File: src/rtl/dffram_arbiter_2p.sv
// Two-port front end for one dffram_8x32 single-port RAM: per-cycle arbitration,
// RAM pin drive, one-cycle response pulses and a post-reset zero-fill sequencer.
module dffram_arbiter_2p #(
    parameter bit CLEAR_ON_RESET = 1'b1,
    parameter bit FIXED_PRIO     = 1'b0
) (
    input  logic        CLK,
    input  logic        RST,

    input  logic        p0_valid,
    output logic        p0_ready,
    input  logic [3:0]  p0_we,
    input  logic [2:0]  p0_addr,
    input  logic [31:0] p0_wdata,
    output logic        p0_rsp_valid,
    output logic [31:0] p0_rdata,

    input  logic        p1_valid,
    output logic        p1_ready,
    input  logic [3:0]  p1_we,
    input  logic [2:0]  p1_addr,
    input  logic [31:0] p1_wdata,
    output logic        p1_rsp_valid,
    output logic [31:0] p1_rdata,

    output logic        ram_en,
    output logic [3:0]  ram_we,
    output logic [2:0]  ram_a,
    output logic [31:0] ram_di,
    input  logic [31:0] ram_do,

    output logic        busy
);

    typedef enum logic [0:0] {
        ST_CLEAR = 1'b0,
        ST_RUN   = 1'b1
    } state_t;

    localparam state_t RESET_STATE = CLEAR_ON_RESET ? ST_CLEAR : ST_RUN;

    state_t     state_q;
    logic [2:0] clr_cnt_q;
    logic       last_q;
    logic       busy_q;
    logic       p0_rsp_q;
    logic       p1_rsp_q;
    logic       gnt0_s;
    logic       gnt1_s;

    // Arbitration; grants are suppressed while reset is held so nothing leaks onto the RAM.
    always_comb begin
        gnt0_s = 1'b0;
        gnt1_s = 1'b0;
        if (!RST && (state_q == ST_RUN)) begin
            if (p0_valid && p1_valid) begin
                if (FIXED_PRIO || last_q) begin
                    gnt0_s = 1'b1;
                end else begin
                    gnt1_s = 1'b1;
                end
            end else begin
                gnt0_s = p0_valid;
                gnt1_s = p1_valid;
            end
        end else begin
            gnt0_s = 1'b0;
            gnt1_s = 1'b0;
        end
    end

    assign p0_ready = gnt0_s;
    assign p1_ready = gnt1_s;

    // RAM pin multiplexer: clear sequencer, granted port, or idle zeros.
    always_comb begin
        ram_en = 1'b0;
        ram_we = 4'h0;
        ram_a  = 3'd0;
        ram_di = 32'h0000_0000;
        if (RST) begin
            ram_en = 1'b0;
            ram_we = 4'h0;
        end else if (state_q == ST_CLEAR) begin
            ram_en = 1'b1;
            ram_we = 4'hF;
            ram_a  = clr_cnt_q;
            ram_di = 32'h0000_0000;
        end else if (gnt0_s) begin
            ram_en = 1'b1;
            ram_we = p0_we;
            ram_a  = p0_addr;
            ram_di = p0_wdata;
        end else if (gnt1_s) begin
            ram_en = 1'b1;
            ram_we = p1_we;
            ram_a  = p1_addr;
            ram_di = p1_wdata;
        end else begin
            ram_en = 1'b0;
            ram_we = 4'h0;
        end
    end

    // Control FSM with registered busy flag, round-robin pointer and response pulses.
    always_ff @(posedge CLK or posedge RST) begin
        if (RST) begin
            state_q   <= RESET_STATE;
            clr_cnt_q <= 3'd0;
            busy_q    <= CLEAR_ON_RESET;
            last_q    <= 1'b1;
            p0_rsp_q  <= 1'b0;
            p1_rsp_q  <= 1'b0;
        end else begin
            p0_rsp_q <= gnt0_s;
            p1_rsp_q <= gnt1_s;
            case (state_q)
                ST_CLEAR: begin
                    clr_cnt_q <= clr_cnt_q + 3'd1;
                    if (clr_cnt_q == 3'd7) begin
                        state_q <= ST_RUN;
                        busy_q  <= 1'b0;
                    end
                end
                ST_RUN: begin
                    if (gnt0_s) begin
                        last_q <= 1'b0;
                    end else if (gnt1_s) begin
                        last_q <= 1'b1;
                    end
                end
                default: begin
                    state_q <= RESET_STATE;
                    busy_q  <= CLEAR_ON_RESET;
                end
            endcase
        end
    end

    assign p0_rsp_valid = p0_rsp_q;
    assign p1_rsp_valid = p1_rsp_q;
    // The RAM reads before it writes, so ram_do in T+1 is the pre-write word for either port.
    assign p0_rdata     = ram_do;
    assign p1_rdata     = ram_do;
    assign busy         = busy_q;

endmodule

File: config.mk
export PLATFORM = sky130hd
export DESIGN_NAME = dffram_arbiter_2p
export DESIGN_NICKNAME = d
export VERILOG_FILES = /design/src/rtl/dffram_arbiter_2p.sv
export SDC_FILE = /design/constraint.sdc
export NUM_CORES = 1
export LEC_CHECK = 0
export CAP_MARGIN = 0
export CORE_AREA = 2 2 85 87
export DETAILED_ROUTE_END_ITERATION = 10
export DIE_AREA = 0 0 87 89
export DONT_BUFFER_PORTS = 1
export PLACE_DENSITY_LB_ADDON = 0.25
export SYNTH_ARGS = -nofsm -noshare
export SYNTH_HDL_FRONTEND = slang
export SYNTH_SLANG_ARGS = --single-unit
File: constraint.sdc
create_clock -name CLK -period 1.38 [get_ports CLK]
set_input_delay 0 -clock CLK [delete_from_list [all_inputs] [get_ports CLK]]
set_output_delay 0 -clock CLK [all_outputs]
set_load 0.01 [all_outputs]
==> results of run 1 <==
-- path summary, 6_finish.rpt --
path	start	endpoint	slack, ns
worst max-delay path	last_q	ram_a[0]	-0.13
worst min-delay path	ram_do[15]	p1_rdata[15]	0.000006
worst max register to register	clr_cnt_q[0]	clr_cnt_q[2]	0.13
worst min register to register	clr_cnt_q[0]	clr_cnt_q[0]	0.51
max in group asynchronous	RST	last_q	0.94
min in group asynchronous	RST	state_q	0.23
-- synth_stat cells, drive strengths merged, types with 3 or more instances --
master,count
a211oi,3
a21oi,10
a31oi,3
a32oi,32
buf,76
clkbuf,6
dfrtp,6
nand2,4
nand3,4
nor2,37
-- worst max-delay path, cell delays in order (launching register included) --
cell	delay, ns
dfstp_2	0.54
nand2b_4	0.16
buf_12	0.14
nand3_1	0.10
a211oi_2	0.19
buf_4	0.15
-- layer usage --
layer | track usage | up-vias | share of wire
li1 | - | 530 | -
met1 | 0.1163 | 577 | 0.34
met2 | 0.1846 | 110 | 0.52
met3 | 0.03786 | 12 | 0.13
met4 | 0.03977 | 0 | 0.014
met5 | 0 | - | 0
-- cells in the final DEF, fill, tap and decap left out, types with 2 or more instances in the layout --
cell / instances
dlygate4sd3_1: 3
inv_1: 2
dfstp_2: 2
nand2_1: 4
a32oi_1: 16
a21oi_2: 7
buf_4: 14
mux2_2: 2
a32oi_2: 16
a211oi_2: 3
nor2_1: 14
buf_6: 3
a21oi_1: 2
nand3_1: 3
ha_1: 2
dfrtp_1: 6
clkbuf_8: 3
buf_12: 4
nor2_2: 23
a31oi_1: 3
-- metrics by stage --
stage	util	hold slack (ns)	instance area, µm²	total power [mW]	setup TNS, ns
2_1_floorplan	-	-0.01171	1428	0.7171	0
3_3_place_gp	0.1659	-0.1056	1115	0.6086	0
4_1_cts	0.1980	0.0001008	1330	0.9987	-2.565
6_report	0.2250	0.000005695	1511	1.048	-2.176
5_1_grt	0.2250	0.00002431	1511	1.105	-3.898
3_5_place_dp	0.1659	-0.1073	1115	0.6133	0
-- flip-flops by register name (all words and copies together) (netlist names) --
signal and flops:
p1_rsp_valid 1, last_q 1, p0_rsp_valid 1, busy 1, clr_cnt_q 3, state_q 1
-- cell families after synthesis --
family,count (synthesis)
AO/OA/AOI/OAI,50
AND/OR/NAND/NOR,50
multiplexers,2
adder cells (fa/ha/maj),2
buffers and inverters,84
XOR/XNOR,1
flip-flops,8
-- power by group --
| group | internal [mW] | switching, mW |
|---|---|---|
| clock network | 0.200 | 0.0928 |
| registers | 0.247 | 0.00755 |
| logic | 0.227 | 0.273 |
| total | 0.674 | 0.373 |
-- final cells by class --
class	instances	area, µm²
Timing Repair Buffer	24	249.0
Multi-Input combinational cell	105	907.1
Tap cell	80	100.1
Inverter	2	7.507
Fill cell	722	5207
Sequential cell	8	202.7
Clock buffer	4	45.04
-- repair_timing --
item | 4_1_cts | 5_1_grt
cloned | 1 | 0
pin swaps | 4 | 10
endpoints found under the hold margin | 10 | 0
resized for setup | 24 | 38
setup buffers | 1 | 4
setup endpoints to repair | 40 | 40
hold buffers | 3 | 0
==> flow_metrics.env, run 1 <==
export IMPL_dp_hpwl_mm=3.484
export IMPL_path_max_fanout=11
export IMPL_rows=30
export IMPL_grt_pass1_vias=1110
export IMPL_rr_worst_depth=3
export IMPL_syn_area_per_cell_um2=7.247
export IMPL_power_per_cell_area_nw_per_um2=693.3
export IMPL_grt_overflow_total=0
export IMPL_synthAdderAreaFrac=0.01753
export IMPL_cts_sinks=8
export IMPL_power_leakage_nw=0.5226
export IMPL_synth_compound_area_share=0.2734
export IMPL_muxShareOfSynthArea=0.01578
export IMPL_track_usage=0.1051
export IMPL_setup_ws_ns=-0.1280
export IMPL_synthesis_area_um2=1428
export IMPL_worst_ep_arrival_time_ns=1.51
export IMPL_timing_fmax_mhz=663.1
export IMPL_drt_iter0_drc=36
export IMPL_drv_slew=0
export IMPL_min_path_type="input port to output pin"
export IMPL_nets=260
export IMPL_clock_latency_ns=0.23
export IMPL_die_y_um=89
export IMPL_synth_area_leaders="buf_4, a32oi_1, dfrtp_1"
export IMPL_synth_simple_area_share=0.1437
export IMPL_syn_to_final_growth_pct=5.872
export IMPL_violations="setup timing"
export IMPL_core_area_um2=6719
export IMPL_hold_violations=0
export IMPL_ys_warn_count=0
export IMPL_gp_congestion=0.6777
export IMPL_grt_max_degree=43
export IMPL_ys_ff_latch=8
export IMPL_synthFlopType="dfrtp_1"
export IMPL_cts_root_buf="clkbuf_8"
export IMPL_setup_viol_count_final=24
export IMPL_dp_slack_ns=0.03389
export IMPL_vias_per_cell=5.511
export IMPL_ios=223
export IMPL_wl_mm=5.011
export IMPL_synth_top_cell_by_area="buf_4"
export IMPL_die_x_um=87
export IMPL_rsz0062_at_grt="yes"
export IMPL_die_area_um2=7743
export IMPL_synth_xor_area_frac=0.006135
export IMPL_antenna_cells=0
export IMPL_synthCells=197
export IMPL_cts_tree="done"
export IMPL_clkSlewWorstSetupHoldPaths_ns=0.04
export IMPL_synth_edf_count=0
export IMPL_vias=1229
export IMPL_grt_pass1_wl_mm=6.147
export IMPL_dp_cells=211
export IMPL_crit_path_end_kind="output pin"
export IMPL_syn_num_nets=313
export IMPL_drtPass1Iterations=4
export IMPL_tightest_slew_ns=0.3804
export IMPL_fin_crit_sh=1.093
export IMPL_async_reset_ff_frac=1.000
export IMPL_synth_cell_type_count=25
export IMPL_ant_nets=0
export IMPL_yosysSeqAreaShare=0.1420
export IMPL_min_period_ns=1.508
export IMPL_detail_route_wl_per_cell_um=22.47
export IMPL_post_route_drc_count=0
export IMPL_numPortBuffers=0
export IMPL_cts_max_path_buffers=2
export IMPL_synth_top_cell_area_share=0.3365
export IMPL_worstHoldPathCells=0
export IMPL_cts_made_buffers=3
export IMPL_h_tree_depth=1
export IMPL_path_class="register to output pin"
export IMPL_status="complete, but fails checks"
export IMPL_antenna_found_initial=0
export IMPL_vdd_drop_max_mv=0.4448
export IMPL_start_util=0.2125
export IMPL_fin_skew_ns=0.002534
export IMPL_cap_violations=0
export IMPL_synth_top_family_by_area="buffers and inverters"
export IMPL_drive_gt1_frac=0.5804
export IMPL_cp_start_kind="register"
export IMPL_layout_cells_non_filler=223
export IMPL_cp_required_ns=1.38
export IMPL_relSlewSlack=0.7461
Note: power is estimated with default switching activity, not from simulation.
==> run 2, diff against run 1 <==
--- a/config.mk
+++ b/config.mk
@@ -5,11 +5,11 @@
 export SDC_FILE = /design/constraint.sdc
 export NUM_CORES = 1
 export LEC_CHECK = 0
+export BUFFER_PORTS_ARGS = -buffer_cell sky130_fd_sc_hd__buf_2
 export CAP_MARGIN = 0
-export CORE_AREA = 2 2 85 87
+export CORE_AREA = 2 2 87 89
 export DETAILED_ROUTE_END_ITERATION = 10
-export DIE_AREA = 0 0 87 89
-export DONT_BUFFER_PORTS = 1
+export DIE_AREA = 0 0 89 91
 export PLACE_DENSITY_LB_ADDON = 0.25
 export SYNTH_ARGS = -nofsm -noshare
 export SYNTH_HDL_FRONTEND = slang
==> constraint.sdc (replaced) <==
create_clock -name CLK -period 1.38 [get_ports CLK]
set_input_delay 0.276 -clock CLK [delete_from_list [all_inputs] [get_ports CLK]]
set_output_delay 0.276 -clock CLK [all_outputs]
set_load 0.01 [all_outputs]
==> flow_metrics.env, run 2 (synthesis results as in run 1) <==
export IMPL_wl_mm=5.579
export IMPL_rsz0062_at_grt="yes"
export IMPL_grt_pass1_wl_mm=7.569
export IMPL_min_path_type="input port to asynchronous set/reset pin"
export IMPL_grt_max_degree=22
export IMPL_antenna_found_initial=0
export IMPL_post_route_drc_count=0
export IMPL_antenna_cells=0
export IMPL_clkSlewWorstSetupHoldPaths_ns=0.05
export IMPL_worst_ep_arrival_time_ns=1.53
export IMPL_status="complete, but fails checks"
export IMPL_crit_chain="nand2b_4, buf_12, clkbuf_16, a32oi_1, nor2_1, buf_2"
export IMPL_internal_power_uw=820.5
export IMPL_detail_route_wl_per_cell_um=14.96
export IMPL_vdd_drop_max_mv=0.5193
export IMPL_drt_iter0_drc=54
export IMPL_hold_violations=0
export IMPL_timing_fmax_mhz=552.4
export IMPL_p_switching_uw=445.7
export IMPL_slowest_delay_ns=0.54
export IMPL_start_util=0.2000
export IMPL_swShare=0.3520
export IMPL_core_area_um2=7137
export IMPL_gp_congestion=0.7742
export IMPL_layout_commonest_cell="buf_2"
export IMPL_finalInstanceArea_um2=2071
export IMPL_dp_hpwl_mm=4.212
export IMPL_cp_start_kind="register"
export IMPL_critPathBufInv=3
export IMPL_layout_cells_non_filler=373
export IMPL_h_tree_depth=1
export IMPL_hold_slack_ns=0.08238
export IMPL_drive_gt1_frac=0.6496
export IMPL_fin_skew_ns=0.006098
export IMPL_cap_violations=0
export IMPL_clock_latency_ns=0.24
export IMPL_tightest_slew_ns=0.2803
export IMPL_vias=1680
export IMPL_fillers=828
export IMPL_cts_sinks=8
export IMPL_setup_viol_count_final=41
export IMPL_placed_cell_area_um2=1808
export IMPL_power_frac_seq=0.199
export IMPL_die_y_um=91
export IMPL_track_usage=0.1182
export IMPL_drtPass1Iterations=4
export IMPL_ios=223
export IMPL_grt_pass1_vias=1511
export IMPL_syn_to_final_growth_pct=45.05
export IMPL_power_per_cell_area_nw_per_um2=611.5
export IMPL_path_class="register to output pin"
export IMPL_fin_crit_sh=1.312
export IMPL_regMostFlops="clr_cnt_q"
export IMPL_nets=391
export IMPL_relSlewSlack=0.8129
export IMPL_crit_family="flip-flops"
export IMPL_violations="setup timing"
export IMPL_drv_slew=0
export IMPL_rows=31
export IMPL_crit_slowest_cell="dfstp_2"
export IMPL_die_area_um2=8099
export IMPL_cts_made_buffers=3
export IMPL_min_period_ns=1.810
export IMPL_cts_max_path_buffers=2
export IMPL_die_x_um=89
export IMPL_path_max_fanout=4
export IMPL_combPwrFrac=0.557
export IMPL_cp_required_ns=1.10
export IMPL_largest_register_ff_count=3
export IMPL_vias_per_cell=4.504
export IMPL_total_power_mw=1.266
export IMPL_cts_tree="done"
export IMPL_crit_path_end_kind="output pin"
export IMPL_dp_cells=357
export IMPL_grt_overflow_total=0
export IMPL_power_leakage_nw=1.096
export IMPL_numPortBuffers=126
export IMPL_setup_ws_ns=-0.4303
export IMPL_ant_nets=0
export IMPL_cts_root_buf="clkbuf_8"
export IMPL_final_cell_mix="buf_2, nor2_1, a32oi_1, buf_4, a21oi_1"
export IMPL_clockPowerShare=0.244
[run 2: changes by cell type in the layout (fill, tap and decap cells not counted), sizes merged]
cell,change
buf,+131
dlygate4sd3,-3
a21boi,+1
clkbuf,+1
nand2b,+1
[run 2: worst paths after layout]
kind	startpoint	cells past startpoint	endpoint	slack [ns]
max reg2reg	last_q	6	last_q	0.07
min reg2reg	busy	1	busy	0.48
min	RST	3	state_q	0.08
max in group asynchronous	RST	3	last_q	1.08
max	last_q	6	ram_di[14]	-0.43
min in group CLK	busy	1	busy	0.48
[run 2: metal layers]
| layer | GRT usage | vias up | share of wire |
|---|---|---|---|
| met3 | 0.01636 | 8 | 0.083 |
| met4 | 0.03607 | 0 | 0.013 |
| met2 | 0.2164 | 111 | 0.52 |
| met5 | 0 | - | 0 |
| li1 | - | 796 | - |
| met1 | 0.1385 | 765 | 0.39 |
[run 2: power by group through the flow]
| stage | registers, mW | clock network (mW) | logic, mW |
|---|---|---|---|
| floorplan | 0.257 | 0 | 0.483 |
| global placement | 0.257 | 0 | 0.576 |
| detailed placement | 0.257 | 0 | 0.578 |
| CTS | 0.254 | 0.313 | 0.660 |
| global route | 0.253 | 0.322 | 0.767 |
| finish | 0.252 | 0.308 | 0.706 |
[run 2: layout make-up]
class,instances,area [µm²],share of cell area
repair buffers,153,937.1,0.4526
multi-input cells,107,754.5,0.3643
flip-flops and latches,8,202.7,0.09788
well taps,99,123.9,0.05982
clock buffers,4,45.04,0.02175
inverters,2,7.507,0.003625
[run 2: through the flow]
| step | TNS (ns) | worst slack, ns | utilization |
|---|---|---|---|
| after floorplan | -0.1921 | -0.03519 | - |
| after global placement | -6.391 | -0.2096 | 0.2533 |
| after detailed placement | -7.778 | -0.2586 | 0.2533 |
| after CTS | -16.44 | -0.4482 | 0.2773 |
| after global routing | -18.36 | -0.5057 | 0.2901 |
| final | -15.65 | -0.4303 | 0.2901 |
[run 2: repair_timing]
action                                  in CTS  in global routing
pin swaps                                    9                  9
endpoints found under the setup margin      42                 42
endpoints found under the hold margin        0                  0
setup buffers                                6                  3
gates cloned                                 2                  2
hold buffers                                 0                  0
gates resized for setup                      8                  8
[run 2: worst register-to-register path, delay by kind of cell (launching register included)]
kind	cells	cell delay, ns
simple gates	3	0.39
buf+inv	3	0.32
flops	1	0.54
